$ cat config.mk
export PLATFORM = sky130hd
export DESIGN_NAME = rainbow_colour_gen
export DESIGN_NICKNAME = d
export VERILOG_FILES = /design/src/rtl/rainbow_colour_gen.sv
export SDC_FILE = /design/constraint.sdc
export NUM_CORES = 1
export LEC_CHECK = 0
export CAP_MARGIN = 10
export CORE_MARGIN = 10
export CORE_UTILIZATION = 60
export DETAILED_ROUTE_END_ITERATION = 10
export GPL_TIMING_DRIVEN = 0
export MAX_ROUTING_LAYER = met4
export PLACE_DENSITY = 0.89
export SLEW_MARGIN = 30
export SYNTH_ARGS = -nofsm -noshare
export SYNTH_HDL_FRONTEND = slang
export SYNTH_SLANG_ARGS = --single-unit
$ cat constraint.sdc
create_clock -name clk -period 10.5 [get_ports clk]
set_clock_uncertainty 0.05 [all_clocks]
set_input_delay 3.15 -clock clk [delete_from_list [all_inputs] [get_ports clk]]
set_output_delay 3.15 -clock clk [all_outputs]
set_load 0.01 [all_outputs]
$ cat src/rtl/rainbow_colour_gen.sv
// Rainbow test-pattern pixel generator: hue ramp from X, brightness fade from Y,
// two-stage valid/ready pipeline with start-of-frame and end-of-line markers.
module rainbow_colour_gen #(
  parameter int LINE_LAST = 1023,
  parameter bit BRIGHT_EN = 1'b1
) (
  input  logic        clk,
  input  logic        rst,
  input  logic [9:0]  x_in,
  input  logic [9:0]  y_in,
  input  logic        in_valid,
  output logic        in_ready,
  output logic [23:0] m_tdata,
  output logic        m_tvalid,
  input  logic        m_tready,
  output logic        m_tlast,
  output logic        m_tuser
);

  logic       w_advance;
  logic [2:0] w_seg;
  logic [7:0] w_r, w_nr;
  logic [7:0] w_hue_r, w_hue_g, w_hue_b;
  logic [8:0] w_k;

  logic       r_s1_valid;
  logic [7:0] r_s1_r, r_s1_g, r_s1_b;
  logic [8:0] r_s1_k;
  logic       r_s1_last, r_s1_sof;

  // Whole pipeline stalls together when the sink refuses a valid beat.
  assign w_advance = !m_tvalid || m_tready;
  assign in_ready  = w_advance;

  assign w_seg = x_in[9:7];
  assign w_r   = {x_in[6:0], 1'b0};
  assign w_nr  = 8'd255 - w_r;
  assign w_k   = BRIGHT_EN ? (9'd256 - {1'b0, y_in[9:2]}) : 9'd256;

  always_comb begin
    // NOTE: every output gets a default first so no path leaves a value held,
    // which would otherwise infer a latch.
    w_hue_r = 8'd0;
    w_hue_g = 8'd0;
    w_hue_b = 8'd0;
    unique case (w_seg)
      3'd0: begin w_hue_r = 8'd255; w_hue_g = w_r;    end
      3'd1: begin w_hue_r = w_nr;   w_hue_g = 8'd255; end
      3'd2: begin w_hue_g = 8'd255; w_hue_b = w_r;    end
      3'd3: begin w_hue_g = w_nr;   w_hue_b = 8'd255; end
      3'd4: begin w_hue_r = w_r;    w_hue_b = 8'd255; end
      3'd5: begin w_hue_r = 8'd255; w_hue_b = w_nr;   end
      3'd6: begin w_hue_r = w_r;    w_hue_g = w_r;    w_hue_b = w_r;  end
      3'd7: begin w_hue_r = w_nr;   w_hue_g = w_nr;   w_hue_b = w_nr; end
      default: ;
    endcase
  end

  // c * k never exceeds 255 * 256, so bits [15:8] always fit in 8 bits.
  function automatic logic [7:0] scale(input logic [7:0] c, input logic [8:0] k);
    logic [16:0] p;
    p = 17'(c) * 17'(k);
    return 8'(p >> 8);
  endfunction

  // NOTE: sequential state uses non-blocking assignments so every register
  // samples pre-edge values regardless of statement order.
  always_ff @(posedge clk) begin
    if (rst) begin
      r_s1_valid <= 1'b0;
      r_s1_r     <= 8'd0;
      r_s1_g     <= 8'd0;
      r_s1_b     <= 8'd0;
      r_s1_k     <= 9'd0;
      r_s1_last  <= 1'b0;
      r_s1_sof   <= 1'b0;
    end else if (w_advance) begin
      r_s1_valid <= in_valid;
      if (in_valid) begin
        r_s1_r    <= w_hue_r;
        r_s1_g    <= w_hue_g;
        r_s1_b    <= w_hue_b;
        r_s1_k    <= w_k;
        r_s1_last <= (x_in == 10'(LINE_LAST));
        r_s1_sof  <= (x_in == 10'd0) && (y_in == 10'd0);
      end
    end
  end

  always_ff @(posedge clk) begin
    if (rst) begin
      m_tvalid <= 1'b0;
      m_tdata  <= 24'd0;
      m_tlast  <= 1'b0;
      m_tuser  <= 1'b0;
    end else if (w_advance) begin
      m_tvalid <= r_s1_valid;
      m_tdata  <= {scale(r_s1_r, r_s1_k), scale(r_s1_g, r_s1_k), scale(r_s1_b, r_s1_k)};
      m_tlast  <= r_s1_last;
      m_tuser  <= r_s1_sof;
    end
  end

endmodule

# [Word-level counts from Yosys, hierarchy flattened]
# Cells that the tools add are included.
# W data, S select, Z words.
[totals] inputBits=24 word_cells=43 output_inout_bits=28 ff_bits=63
[classes] muxes=3 n_addsub=2 multipliers=3 eq_ne=8 reduce_logical=16
[ops] op="$pmux W8 S3" n=3
[ops] op="$mul A8 B9 Y16" n=3
[ops] op="$logic_not A10 Y1" n=2
[ops] op="$reduce_or A2 Y1" n=9
[ops] op="$eq A3 B3 Y1 const B" n=4
[ops] op="$eq A10 B10 Y1 const B" n=1
[ops] op="$sub A9 B8 Y9 const A" n=1
[ops] op="$sub A8 B8 Y8 const A" n=1
[ops] op="$eq A3 B2 Y1 const B" n=2
[ops] op="$eq A3 B1 Y1 const B" n=1
[ops] op="$logic_not A3 Y1" n=1
[ops] op="$reduce_and A2 Y1" n=1
[ops] op="$logic_and A1 B1 Y1" n=1
[ops] op="$logic_not A1 Y1" n=1
[ops] op="$logic_or A1 B1 Y1" n=1

# [Depth between registers and ports, before layout]
[depth] word_depth=3 depth_mapped=18 depth_no_buf=16

# [Least setup slack after synthesis]
# Ideal clock, no wire load.
[synth_path] path_kind="input to output" startpoint="in m_tready" endpoint="out in_ready" arrival_ns=3.787 path_stages=4 slack_ns=3.513 t_required_ns=7.300 path_cell_list="nor2b_1 > buf_2 > clkinv_1 > clkbuf_1"
[synth_via] elab_chain_len=1
[synth_lines] element="start: declaration" line="15" source="input logic m_tready,"
[synth_lines] element="$logic_or A1 B1 Y1" line="32" source="assign w_advance = !m_tvalid || m_tready;"
[synth_lines] element="end: declaration" line="12" source="output logic in_ready,"
# Every way passes these cells.

# [Worst setup path after layout]
# Same ends and word-level chain as after synthesis.

==> flow_summary_export.csv <==
group,metric,value,unit
status,status,"completed",
worst_hold_path,hp-class,"flop to flop",
final_layout,area_growth,10.83,%
place,gp_congestion,0.9745,
pwr,p_per_area,78.59,nW/um^2
global_routing,antenna_found_initial,0,
timing,setup_viol,0,
logic_synthesis,synth-seq-area-share,13.86,%
logic_synthesis,synth_cells,1093,
setup_path,worstPathArrival,5.26,ns
clock_tree,insertion_delay,0.35,ns
global_routing,grt_overflow,0,
die,start_util,61.91,%
logic_synthesis,synth_warnings,0,
die,rows,44,
setup_path,cp-start-kind,"input port",
global_routing,grt_pass1_wl,39.41,mm
final_layout,diodes,0,
place,dp_hpwl,18.04,mm
final_layout,final_nets,1390,
die,boundaryPins,52,
logic_synthesis,synth_edf_count,0,
logic_synthesis,ys_ff_latch,63,
die,core,14700,sq um
timing,worst_pin_slew,0.8002,ns
routing,wire_per_inst,17.88,um
clock_tree,ctsHoldBuffers,0,
final_layout,final.fill_count,1111,
clock_tree,clkTransAtPathRegs,0.06,ns
setup_path,r2r_start,"r_s1_k[0]",
clock_tree,clk_path_buf_depth,2,
die,die_h,143.2,um
clock_tree,htreeDepth,3,
die,dieArea,20490,sq um
setup_path,crit_start,"m_tready",
routing,detail-route-antenna-nets,0,
timing,slew_violations,0,
die,die_w,143.2,um
clock_tree,cts_setup_buffers,0,
logic_synthesis,yosys-top-cells-count,"inv_1 (170), and2_1 (153), nand2_1 (137)",
worst_hold_path,hp-start,"m_tdata[10]",
final_layout,seqCellArea,1261,sq um
final_layout,multi_input_area,6948,sq um
routing,via_per_inst,5.776,
timing,tns,0,ns
final_layout,post-route-util,68.62,%
logic_synthesis,yosys-top-cells-area,"fa_1 (26%), dfxtp_1 (14%), ha_1 (13%)",
logic_synthesis,yosysTopAreaCell,"fa_1",
routing,drt_pass1_iterations,5,
clock_tree,cts-root-buf,"clkbuf_16",
pwr,p_leak,4.960,nW
logic_synthesis,dominantRegCellSynth,"dfxtp_1",
timing,relSlewSlack,46.65,%
routing,drt_iter0_drc,633,
routing,wl,23.93,mm
logic_synthesis,synth_most_common_cell,"inv_1",
routing,drc,0,
clock_tree,cts.sinks,63,
clock_tree,cts_resized,0,
global_routing,grt_max_degree,14,
routing,vias,7728,
timing,hold_violations,0,
timing,timing.final.crit_share,80.56,%
logic_synthesis,syn_area,9100,sq um
logic_synthesis,synthDistinctLibCells,61,
setup_path,path_class,"input port to primary output",
clock_tree,cts_tree,"built",
logic_synthesis,syn_nets,1334,
pwr,ir_drop,0.09731,mV
final_layout,layout-drive-gt1-share,3.293,%
logic_synthesis,syn_avg_cell_area,8.326,sq um
logic_synthesis,synth_top_cell_area_share,26.40,%
run,maxCapViolCount,0,
place,portBuffers,45,
setup_path,crit_required,7.30,ns
timing,fin_crit,8.459,ns
logic_synthesis,ys_async_sr_fraction,0,%
setup_path,end_kind,"primary output",
global_routing,grtUsageTotal,24.85,%
clock_tree,cts-buffers-inserted,9,
timing,fmax,118.2,MHz
global_routing,grt_pass1_vias,7893,
timing,rsz0062_at_grt,"false",
setup_path,crit_fanout,10,
-- flip-flops by register name, summed over array words and instances, names as in the netlist, 8 cells and up --
name / flops
m_tdata: 24
r_s1_k: 9
r_s1_b: 8
r_s1_g: 8
r_s1_r: 8
-- worst paths after layout --
kind / slack, ns / depth (start not counted) / to
max: 2.04 / 6 / in_ready
min: 0.41 / 2 / m_tdata[10]
max reg2reg: 5.27 / 17 / m_tdata[22]
min reg2reg: 0.41 / 2 / m_tdata[10]
-- cells in the final DEF (no fill, tap or decap), types with 11 or more instances in the layout --
| cell | synthesis | routed |
|---|---|---|
| clkdlybuf4s50_1 | 0 | 45 |
| o211ai_1 | 13 | 13 |
| o21ai_0 | 17 | 17 |
| dfxtp_1 | 63 | 63 |
| nor2_1 | 36 | 36 |
| and2_1 | 153 | 153 |
| fa_1 | 120 | 120 |
| nand2_1 | 137 | 137 |
| clkbuf_1 | 55 | 55 |
| a21oi_1 | 66 | 66 |
| xnor2_1 | 23 | 23 |
| inv_1 | 170 | 170 |
| ha_1 | 97 | 97 |
| nor3_1 | 11 | 11 |
-- stage by stage --
step	std cells	power (mW)	hold slack [ns]	instance area, sq um	worst slack (ns)
after detailed placement	1322	0.4752	0.3943	9781	2.060
final	1338	0.7927	0.4055	10090	2.041
after global routing	1338	0.8329	0.4247	10090	2.007
after CTS	1338	0.7915	0.4091	10090	2.047
after global placement	1322	0.4693	0.3878	9781	2.071
after floorplan	1093	0.4023	0.3866	9100	3.513
-- logic make-up after synthesis --
family | synth area share [%]
flip-flops | 13.86
AO/OA/AOI/OAI | 11.48
buffers and inverters | 9.789
AND/OR/NAND/NOR | 22.33
adder cells (fa/ha/maj) | 39.74
XOR/XNOR | 2.695
multiplexers | 0.1100
-- final cells by class --
type	count	share of cell area, %
Clock buffer	9	2.233
Multi-Input combinational cell	795	68.89
Clock inverter	7	0.7939
Inverter	171	6.364
Buffer	64	2.469
Tap cell	184	2.283
Timing Repair Buffer	45	4.466
Sequential cell	63	12.50
-- worst max-delay path, stage by stage --
cell and delay, ns:
clkdlybuf4s50_1 0.46, nor2b_1 0.04, buf_2 0.16, clkinv_1 0.14, clkbuf_1 0.61, clkdlybuf4s50_1 0.68
-- metal layers --
layer | track usage [%] | share of wire (%)
met2 | 40.52 | 48
met1 | 28.98 | 40
met3 | 4.842 | 8.1
met5 | - | 0
met4 | 11.89 | 4.2
-- report_power, final --
part	leakage, nW	switching (mW)	internal [mW]	total [mW]
logic	4.31	0.126	0.0786	0.204
registers	0.515	0.0195	0.253	0.272
clock network	0.136	0.130	0.186	0.316
total	4.96	0.275	0.518	0.793
(Power assumes the default switching activity.)
==> RTL change: new RTL, config.mk and constraints unchanged <==
Change the parameter `BRIGHT_EN` from 1'b1 to 1'b0.
--- a/src/rtl/rainbow_colour_gen.sv
+++ b/src/rtl/rainbow_colour_gen.sv
@@ -2,7 +2,7 @@
 // two-stage valid/ready pipeline with start-of-frame and end-of-line markers.
 module rainbow_colour_gen #(
   parameter int LINE_LAST = 1023,
-  parameter bit BRIGHT_EN = 1'b1
+  parameter bit BRIGHT_EN = 1'b0
 ) (
   input  logic        clk,
   input  logic        rst,
Behaviour: not the same (a bounded check fails within 4 cycles, from zero or initial values and one cycle with rst high).
==> RTL change against the unedited design <==
Hold slack worse by 0.0016 ns; final area is 71% lower; clock power is 60% lower; sequential power is 18% lower; total power is 49% lower; setup slack better by 0.43 ns; routed wire length is 74% lower; fmax is 5.3% higher; area after synthesis is 74% lower; sequential cell count is 8 lower; critical path depth stayed put; first-iteration DRC count is 72% lower.
==> RTL change: results <==
{
  "final_util": 0.784,
  "cts_resized": 0,
  "tns_ns": 0,
  "drt_iter0_markers": 175,
  "worstPathMaxFanout": 10,
  "ys_types": 35,
  "placed_area_um2": 2810,
  "slew_headroom": 0.660,
  "dr.pass1.iters": 5,
  "drc": 0,
  "synthTopCellsByArea": "dfxtp_1 47%, a21oi_1 8.4%, nand2_1 7.4%",
  "cts_setup_buffers": 0,
  "path_clk_slew_ns": 0.09,
  "status": "complete, no violations",
  "clk_latency_ns": 0.31,
  "synthTopCellsByCount": "55 x dfxtp_1, 46 x nand2_1, 39 x a21oi_1, 26 x nand3_1, 25 x nor2_1",
  "antenna_found_initial": 0,
  "cp.arrival_ns": 4.83,
  "cts_buffer_depth": 2,
  "place_hpwl_um": 4690,
  "num_antenna_cells": 0,
  "root_buffer": "clkbuf_8",
  "fillerInstances": 298,
  "numPortBuffers": 42,
  "h-tree-depth": 2,
  "routabilityCongestion": 0.911,
  "grt_use_total": 0.198,
  "worstHoldPathType": "flop to flop",
  "peakVddDrop_v": 0.0000860,
  "grt_start_max_net_pins": 17,
  "ys.flop_type": "dfxtp_1",
  "wire_per_inst_um": 16.0,
  "grt_first_pass_wirelength_um": 10200,
  "ys_seq_area_frac": 0.473,
  "regMostFlops": "m_tdata",
  "p_leak_nw": 0.998,
  "cts_buffers": 5,
  "largest_register_ffs": 24,
  "yosys_warnings": 0,
  "drive_gt1_frac": 0.0774,
  "layout.nets": 359,
  "synthesis.nets": 310,
  "num_vias": 2216,
  "async_reset_ff_frac": 0
}
-- RTL change: cell types whose count changed after synthesis, moves of 13 or more --
cell	unedited run	this run
inv_1	170	1
and2_1	153	2
fa_1	120	0
ha_1	97	0
nand2_1	137	46
clkbuf_1	55	16
a21oi_1	66	39
xnor2_1	23	0
nand3_1	10	26
o211ai_1	13	0
-- RTL change: report_power, final --
part | switching [mW] | internal (mW)
Combinational | 0.0327 | 0.0244
Clock | 0.0662 | 0.0600
Sequential | 0.00596 | 0.218
-- RTL change: layout make-up --
type	instances	area share
multi-input combinational	199	0.369
timing repair buffer	42	0.144
tap	48	0.0206
inverter	2	0.00258
clock buffer	7	0.0331
clock inverter	1	0.00258
buffer	30	0.0498
sequential	55	0.378
-- RTL change: worst max-delay path, cell delays in order --
cell             delay (ns)
clkdlybuf4s50_1        0.50
nor2b_4                0.05
inv_2                  0.05
buf_2                  0.24
buf_2                  0.26
clkdlybuf4s50_1        0.58
-- RTL change: cell families (layout without fill, tap and decap cells) --
logic type	count (synthesis)	in the layout	synth area share
AO/OA/AOI/OAI	70	70	0.195
XOR/XNOR	1	1	0.00699
buffers and inverters	32	82	0.0656
flip-flops	55	55	0.473
AND/OR/NAND/NOR	128	128	0.259
-- RTL change: worst paths after layout --
path	from	endpoint	slack [ns]	cells after the start
worst max register to register	m_tvalid$_SDFFE_PP0N_	r_s1_r[7]$_SDFFE_PP0P_	8.87	6
worst max-delay path	m_tready	in_ready	2.47	6
worst min-delay path	m_tdata[13]$_SDFFE_PP0N_	m_tdata[13]$_SDFFE_PP0N_	0.40	2
worst min register to register	m_tdata[13]$_SDFFE_PP0N_	m_tdata[13]$_SDFFE_PP0N_	0.40	2
-- RTL change: metal layers --
layer	part of all wire	vias to the layer above	GRT usage	wire length, um
met5	0	-	-	0
li1	-	1092	-	-
met2	0.47	83	0.305	2870
met3	0.063	13	0.0378	386
met4	0.018	0	0.0714	111
met1	0.45	1028	0.252	2790
-- RTL change: metrics by stage --
step	setup slack, ns	std cells
floorplan	3.68	286
global placement	2.47	376
detailed placement	2.47	376
CTS	2.46	384
global route	2.38	384
finish	2.47	384
